[config.mk]
export PLATFORM = sky130hd
export DESIGN_NAME = lutram_march_tester
export DESIGN_NICKNAME = d
export VERILOG_FILES = /design/src/rtl/lutram_march_tester.sv
export SDC_FILE = /design/constraint.sdc
export NUM_CORES = 1
export LEC_CHECK = 0
export CORE_ASPECT_RATIO = 0.5
export CORE_MARGIN = 4
export CORE_UTILIZATION = 40
export CTS_CLUSTER_DIAMETER = 100
export DETAILED_ROUTE_END_ITERATION = 12
export GPL_ROUTABILITY_DRIVEN = 0
export GPL_TIMING_DRIVEN = 0
export PLACE_DENSITY = 0.76
export REMOVE_ABC_BUFFERS = 1
export SLEW_MARGIN = 20
export SYNTH_ARGS = -nofsm -noshare
export SYNTH_HDL_FRONTEND = slang
export SYNTH_SLANG_ARGS = --single-unit
[constraint.sdc]
create_clock -name clk_i -period 2 [get_ports clk_i]
set_clock_uncertainty 0.15 [all_clocks]
set_input_delay 0.4 -clock clk_i [delete_from_list [all_inputs] [get_ports clk_i]]
set_output_delay 0.4 -clock clk_i [all_outputs]
set_load 0.05 [all_outputs]
[src/rtl/lutram_march_tester.sv]
// +--------------------------------------------------------------------------+
// | lutram_march_tester: INIT check plus four-phase march for one LUTRAM     |
// | Revision: 1.0                                                            |
// +--------------------------------------------------------------------------+
`default_nettype none

module lutram_march_tester #(
  parameter int                     DEPTH = 64,
  parameter int                     WIDTH = 1,
  parameter int                     AW    = $clog2(DEPTH),
  parameter logic [DEPTH*WIDTH-1:0] INIT  = '0,
  parameter logic [7:0]             SEED  = 8'hA5
) (
  input  logic             clk_i,
  input  logic             rst_i,
  input  logic             start_i,
  output logic             ram_we_o,
  output logic [AW-1:0]    ram_addr_o,
  output logic [WIDTH-1:0] ram_d_o,
  input  logic [WIDTH-1:0] ram_q_i,
  output logic             busy_o,
  output logic             done_o,
  output logic             pass_o,
  output logic [15:0]      err_cnt_o,
  output logic [AW-1:0]    fail_addr_o,
  output logic [1:0]       fail_phase_o,
  output logic [7:0]       q_o
);

  typedef enum logic [2:0] {
    S_IDLE = 3'd0,
    S_INIT = 3'd1,
    S_WR   = 3'd2,
    S_RW   = 3'd3,
    S_RD   = 3'd4,
    S_FIN  = 3'd5,
    S_DONE = 3'd6
  } state_t;

  localparam logic [AW-1:0] LAST_ADDR = AW'(DEPTH - 1);

  state_t           state, state_nx;
  logic [AW-1:0]    addr, addr_nx;
  logic             we, we_nx;
  logic [WIDTH-1:0] wdata, wdata_nx;

  logic             rd_cycle;
  logic [WIDTH-1:0] rd_exp;
  logic [1:0]       phase;
  logic             start_go;

  logic             cmp_vld;
  logic [WIDTH-1:0] cmp_exp;
  logic [WIDTH-1:0] cmp_q;
  logic [AW-1:0]    cmp_addr;
  logic [1:0]       cmp_phase;
  logic             mismatch;

  logic [15:0]      err_cnt;
  logic [AW-1:0]    fail_addr;
  logic [1:0]       fail_phase;
  logic             pass;

  // Address is zero-extended before the XOR so narrow RAMs still get WIDTH bits.
  function automatic logic [WIDTH-1:0] pat(input logic [AW-1:0] a);
    logic [AW+WIDTH-1:0] ext;
    ext = {{WIDTH{1'b0}}, a};
    return SEED[WIDTH-1:0] ^ ext[WIDTH-1:0];
  endfunction

  always_ff @(posedge clk_i) begin
    if (rst_i) begin
      state <= S_IDLE;
      addr  <= '0;
      we    <= 1'b0;
      wdata <= '0;
    end else begin
      state <= state_nx;
      addr  <= addr_nx;
      we    <= we_nx;
      wdata <= wdata_nx;
    end
  end

  // The final step of each sweep parks the address instead of wrapping.
  always_comb begin
    state_nx = state;
    addr_nx  = addr;
    we_nx    = 1'b0;
    wdata_nx = '0;
    case (state)
      S_IDLE, S_DONE: begin
        if (start_i) begin
          state_nx = S_INIT;
          addr_nx  = '0;
        end
      end
      S_INIT: begin
        if (addr == LAST_ADDR) begin
          state_nx = S_WR;
          addr_nx  = '0;
          we_nx    = 1'b1;
          wdata_nx = pat('0);
        end else begin
          addr_nx = addr + 1'b1;
        end
      end
      S_WR: begin
        if (addr == LAST_ADDR) begin
          state_nx = S_RW;
          addr_nx  = '0;
        end else begin
          addr_nx  = addr + 1'b1;
          we_nx    = 1'b1;
          wdata_nx = pat(addr + 1'b1);
        end
      end
      S_RW: begin
        if (!we) begin
          we_nx    = 1'b1;
          wdata_nx = ~pat(addr);
        end else if (addr == LAST_ADDR) begin
          state_nx = S_RD;
        end else begin
          addr_nx = addr + 1'b1;
        end
      end
      S_RD: begin
        if (addr == '0) begin
          state_nx = S_FIN;
        end else begin
          addr_nx = addr - 1'b1;
        end
      end
      S_FIN:   state_nx = S_DONE;
      default: state_nx = S_IDLE;
    endcase
  end

  always_comb begin
    rd_cycle = 1'b0;
    rd_exp   = '0;
    phase    = 2'd0;
    case (state)
      S_INIT: begin
        rd_cycle = 1'b1;
        rd_exp   = INIT[int'(addr)*WIDTH +: WIDTH];
      end
      S_WR: phase = 2'd1;
      S_RW: begin
        phase    = 2'd2;
        rd_cycle = !we;
        rd_exp   = pat(addr);
      end
      S_RD: begin
        phase    = 2'd3;
        rd_cycle = 1'b1;
        rd_exp   = ~pat(addr);
      end
      default: ;
    endcase
  end

  assign start_go = ((state == S_IDLE) || (state == S_DONE)) && start_i;
  assign mismatch = cmp_vld && (cmp_exp != cmp_q);

  // Read data is captured at the edge ending the read and judged one cycle later.
  always_ff @(posedge clk_i) begin
    if (rst_i) begin
      cmp_vld    <= 1'b0;
      cmp_exp    <= '0;
      cmp_q      <= '0;
      cmp_addr   <= '0;
      cmp_phase  <= 2'd0;
      err_cnt    <= 16'd0;
      fail_addr  <= '0;
      fail_phase <= 2'd0;
      pass       <= 1'b0;
    end else begin
      cmp_vld   <= rd_cycle;
      cmp_exp   <= rd_exp;
      cmp_q     <= ram_q_i;
      cmp_addr  <= addr;
      cmp_phase <= phase;
      if (start_go) begin
        err_cnt    <= 16'd0;
        fail_addr  <= '0;
        fail_phase <= 2'd0;
        pass       <= 1'b0;
      end else begin
        if (mismatch) begin
          if (err_cnt == 16'd0) begin
            fail_addr  <= cmp_addr;
            fail_phase <= cmp_phase;
          end
          if (err_cnt != 16'hFFFF) begin
            err_cnt <= err_cnt + 16'd1;
          end
        end
        if (state == S_FIN) begin
          pass <= (err_cnt == 16'd0) && !mismatch;
        end
      end
    end
  end

  assign ram_we_o     = we;
  assign ram_addr_o   = addr;
  assign ram_d_o      = wdata;
  assign busy_o       = (state != S_IDLE) && (state != S_DONE);
  assign done_o       = (state == S_DONE);
  assign pass_o       = pass;
  assign err_cnt_o    = err_cnt;
  assign fail_addr_o  = fail_addr;
  assign fail_phase_o = fail_phase;
  assign q_o          = {pass, done_o, busy_o, (err_cnt != 16'd0), 1'b0, phase, busy_o & addr[0]};

endmodule

`default_nettype wire

# Yosys cells after proc, flatten, opt, wreduce, memory -nomap -nowiden
# Cells that the tools add are included.
[op_classes]
reduce_logical = 21
bitwise = 3
n_shift = 1
n_eq_ne = 18
mux = 23
addsub = 3
[op_table]
columns = ["cell", "count"]
rows = [
  ["$shiftx A64 B7 Y1 const A", 1],
  ["$mux W6", 5],
  ["$pmux W6 S4", 1],
  ["$mux W3", 6],
  ["$pmux W3 S6", 1],
  ["$add A16 B1 Y16 const B", 1],
  ["$logic_not A16 Y1", 1],
  ["$ne A16 B16 Y1 const B", 1],
  ["$ne A2 B2 Y1 const B", 8],
  ["$reduce_bool A16 Y1", 1],
  ["$eq A3 B3 Y1 const B", 3],
  ["$pmux W1 S3", 3],
  ["$reduce_or A2 Y1", 4],
  ["$add A6 B1 Y6 const B", 1],
  ["$eq A3 B2 Y1 const B", 2],
  ["$eq A6 B6 Y1 const B", 1],
  ["$logic_not A6 Y1", 1],
  ["$pmux W2 S3", 1],
  ["$reduce_and A6 Y1", 1],
  ["$sub A6 B1 Y6 const B", 1],
  ["$mux W1", 5],
  ["$reduce_and A5 Y1", 1],
  ["$logic_and A1 B1 Y1", 4],
  ["$reduce_and A2 Y1", 2],
  ["11 further kinds", 13],
]
[totals]
ff_bits = 47
in_bits = 4
elab_cells = 82

# Depth between registers and ports, before layout
[depth]
ltp_word = 4
depth_mapped = 8

# Least setup slack after synthesis
# OpenSTA, ideal clock, no wires.
[synth_timing]
kind = "reg-to-reg"
start = "register err_cnt[0], in the netlist err_cnt_o[0]"
end = "register fail_addr[4], in the netlist fail_addr_o[4]"
arrival_time_ns = 2.297
stages_incl_launch_ff = 8
required_time_ns = 1.732
path_slack_ns = -0.565
setup_ns = 0.118
path_cell_list = "dfxtp_1 inv_1 ha_1 nor4b_1 nand4_1 nor2_4 mux2i_1 nor2_1"
[synth_between]
elab_chain_cells = 2
[synth_rtl]
columns = ["element", "line", "rtl"]
rows = [
  ["start: declaration", "59", "logic [15:0] err_cnt;"],
  ["start signal: assignment", "197", "err_cnt <= err_cnt + 16'd1;"],
  ["$logic_not A16 Y1", "192", "if (err_cnt == 16'd0) begin"],
  ["$reduce_and A2 Y1 (no source line)", "-", ""],
  ["end signal: assignment", "193", "fail_addr <= cmp_addr;"],
  ["end: declaration", "60", "logic [AW-1:0] fail_addr;"],
]
# Every way passes these cells.
# A chain may end at the register's enable or synchronous reset.

# Worst setup path in the final report
[layout_timing]
start = "register state[2]"
end = "register addr[2], in the netlist ram_addr_o[2]"
[layout_between]
elab_chain_cells = 4
word_cells_on_any_way = 15
classes_between = "eq/ne (9); mux (1); reduce/logical (5)"
[layout_rtl]
columns = ["element", "line", "rtl"]
rows = [
  ["start: declaration", "42", "state_t state, state_nx;"],
  ["start signal: assignment", "78", "state <= state_nx;"],
  ["$eq A3 B2 Y1 (tied with other cells)", "91", "case (state)"],
  ["$reduce_or A2 Y1, on equally long branches", "-", ""],
  ["$reduce_bool A4 Y1 (no source line) or $ne A2 B2 Y1 (tied branches)", "-", ""],
  ["$reduce_and A5 Y1 (no source line)", "-", ""],
  ["end signal: assignment", "79", "addr <= addr_nx;"],
  ["end: declaration", "43", "logic [AW-1:0] addr, addr_nx;"],
]
# Parallel ways exist; a longest one is shown, timed or not.

==> metrics.md <==
| Metric | Value |
|---|---|
| Cts bufs inserted | 5 |
| Ant. Diodes | 0 |
| Min Tclk post-route | 1.986 ns |
| Clock Latency Late Sink | 0.29 ns |
| Worst slew margin | 42.66% |
| Leakage | 1.376 nW |
| Worst-path clk slew | 0.07 ns |
| Io pins | 47 |
| GRT overflow | 0 |
| Clock Tree Root | clkbuf_16 |
| Post-Layout Cell Count | 398 |
| Remaining DRCs | 0 |
| FF+latch count, synth | 47 |
| Largest net degree at the start of global routing | 26 |
| First-pass GRT wire length | 9.867 mm |
| Crit path kind | reg2reg |
| Share of layout cells above drive strength 1 | 24.62% |
| Status | complete, no violations |
| DIE WIDTH | 117.3 um |
| Yosys top cell area share | 39.41% |
| DR vias | 2,256 |
| Drt initial violations | 190 |
| Hold-fix buffers at CTS | 0 |
| Placed cells | 378 |
| Setup crit end kind | flip-flop |
| H-tree levels | 2 |
| Critical path's top delay family | simple AND/OR/NAND/NOR gates |
| Initial core utilization | 42.37% |
| PortBufs | 45 |
| Cell with the most instances after synthesis | dfxtp_1 |
| Cell Area, Synth | 2387 sq um |
| CTS max path bufs | 2 |
| Die Y-Extent | 62.63 um |
| Power per Cell Area | 632.4 nW/um^2 |
| Max Cap Violations | 0 |
| Cell at the slowest stage of the critical path | or4b_1 |
| Post-synth ARST share | 0% |
| Final setup vio count | 0 |
| CTS tree | done |
| Post-synth cell types | 59 |
| Pre-Repair DR Iteration Count | 4 |
| DP Area | 2831 sq um |
| RSZ-0062 raised after global routing | true |
| Post-synth EDFFs | 0 |
| Tightest Pin Transition | 0.8601 ns |
| Crit share post-route | 99.28% |
| Worst path max stage delay | 0.47 ns |
| # rows | 19 |
| Min-Delay Path Class | reg2reg |
| Die ar. | 7343 sq um |
| Synthesized area per cell | 8.618 sq um |
| Vias per inst | 5.668 |
| Detail Placement HPWL | 3.865 mm |
| Synth warn | 0 |
| Finished Core Util | 57.50% |
| Sequential fraction of the synthesis area | 39.41% |
| Finished Cell Area | 3239 sq um |
| Avg WL per Cell | 16.04 um |
| Synth Flop Type | dfxtp_1 |
| Element type at the critical path start | flip-flop |
| Required time worst endpoint | 1.99 ns |
| Fmax | 503.6 MHz |
| Final WL | 6.385 mm |
| Crit Path Max Fanout | 7 |
| WHS | 0.3180 ns |
| Worst IR Drop VDD | 0.3277 mV |
| Antenna violations before repair | 0 |
| Post-synth top cells | dfxtp_1, nor2_1, nand2_1, a21oi_1, nand3_1 |
| Crit-path cells | buf_4 -> or4b_1 -> o32a_1 -> and3_4 -> a21oi_2 -> a211oi_2 |
| Biggest area consumer among synthesized cells | dfxtp_1 |
| Setup WS post-layout | 0.01436 ns |
| Slew Limit Fails | 0 |
| Final ANT Viol Nets | 0 |
| Pre-CTS WS | -0.8613 ns |
| Fin. Hold Viols | 0 |
| Core area | 5634 sq um |
| Cell count after synthesis | 277 |
| Nets | 332 |
| Area contributors post-synth | dfxtp_1, nor2_1, xnor2_1 |
| Crit path buffers/inverters | 1 |
| Clock Sinks | 47 |
| Area Growth Syn to Fin | 35.69% |
| TNS Setup | 0 ns |
| Vias in the first global route | 2,041 |
| Total power | 2.048 mW |
| GR Util All Layers | 16.50% |
| WP data arrival | 1.97 ns |
-- placed cells by master (no fill, tap or decap), types with 4 or more instances in the layout --
master	count
dlygate4sd2_1	28
inv_2	4
nor2_1	34
and3_1	4
nand4_1	5
o21ai_0	6
nor2b_1	9
dlymetal6s2s_1	6
dfxtp_4	6
dfxtp_2	6
nand2_1	14
nand3_1	12
clkbuf_16	5
xnor2_1	11
buf_4	12
dfxtp_1	35
a21oi_1	14
nor3_1	12
mux2i_1	8
-- cells by family after synthesis --
family                     count (synthesis)  synth area share, %
other                                      1               0.1571
muxes                                      9                3.774
and+or+nand+nor                          125                29.04
DFF                                       47                39.41
buffers and inverters                     26                5.503
xor gates and xnor gates                  13                4.769
AOI/OAI and AO/OA                         52                15.25
adders and majority gates                  4                2.097
-- worst register-to-register path: cells and delay by family, from the launching register on --
family / cells / cell delay, ns
simple gates: 2 / 0.70
compound gates: 3 / 0.42
flops: 1 / 0.40
buf+inv: 1 / 0.17
-- cell type report --
class	count	area [sq um]
clock inverter	2	12.51
multi-input combinational	204	1459
sequential	47	970.9
inverter	9	47.55
clock buffer	6	128.9
tap	73	91.34
timing repair buffer	57	529.3
fill	475	2395
-- worst paths after layout --
path	startpoint	end	slack [ns]	cells after the start
min reg2reg	cmp_phase[0]	fail_phase_o[0]	0.32	2
max reg2reg	state[2]	ram_addr_o[2]	0.01	6
min	cmp_phase[0]	fail_phase_o[0]	0.32	2
max	state[2]	ram_addr_o[2]	0.01	6
-- power breakdown --
part | total [mW] | switching [mW] | internal (mW)
registers | 0.975 | 0.0300 | 0.945
clock network | 0.815 | 0.353 | 0.462
logic | 0.258 | 0.162 | 0.0966
total | 2.05 | 0.545 | 1.50
-- metal layers --
metal | part of all wire (%) | vias to the layer above | GRT usage, %
met1 | 40 | 1063 | 20.68
met5 | 0 | - | 0
met2 | 52 | 92 | 27.68
met4 | 0.77 | 0 | 4.292
met3 | 7.2 | 8 | 4.642
li1 | - | 1093 | -
-- repair_timing --
item / 4_1_cts / 5_1_grt
endpoints found under the setup margin: 70 / 39
pin swaps: 2 / 3
gates resized for setup: 104 / 42
setup buffers: 6 / 6
-- sequential cells by signal (all words and copies together), names as in the netlist, 2 cells and up --
name and flops:
err_cnt_o 16, cmp_addr 6, fail_addr_o 6, fail_phase_o 2, ram_addr_o 6, cmp_phase 2
state 3
(Power assumes the default switching activity.)
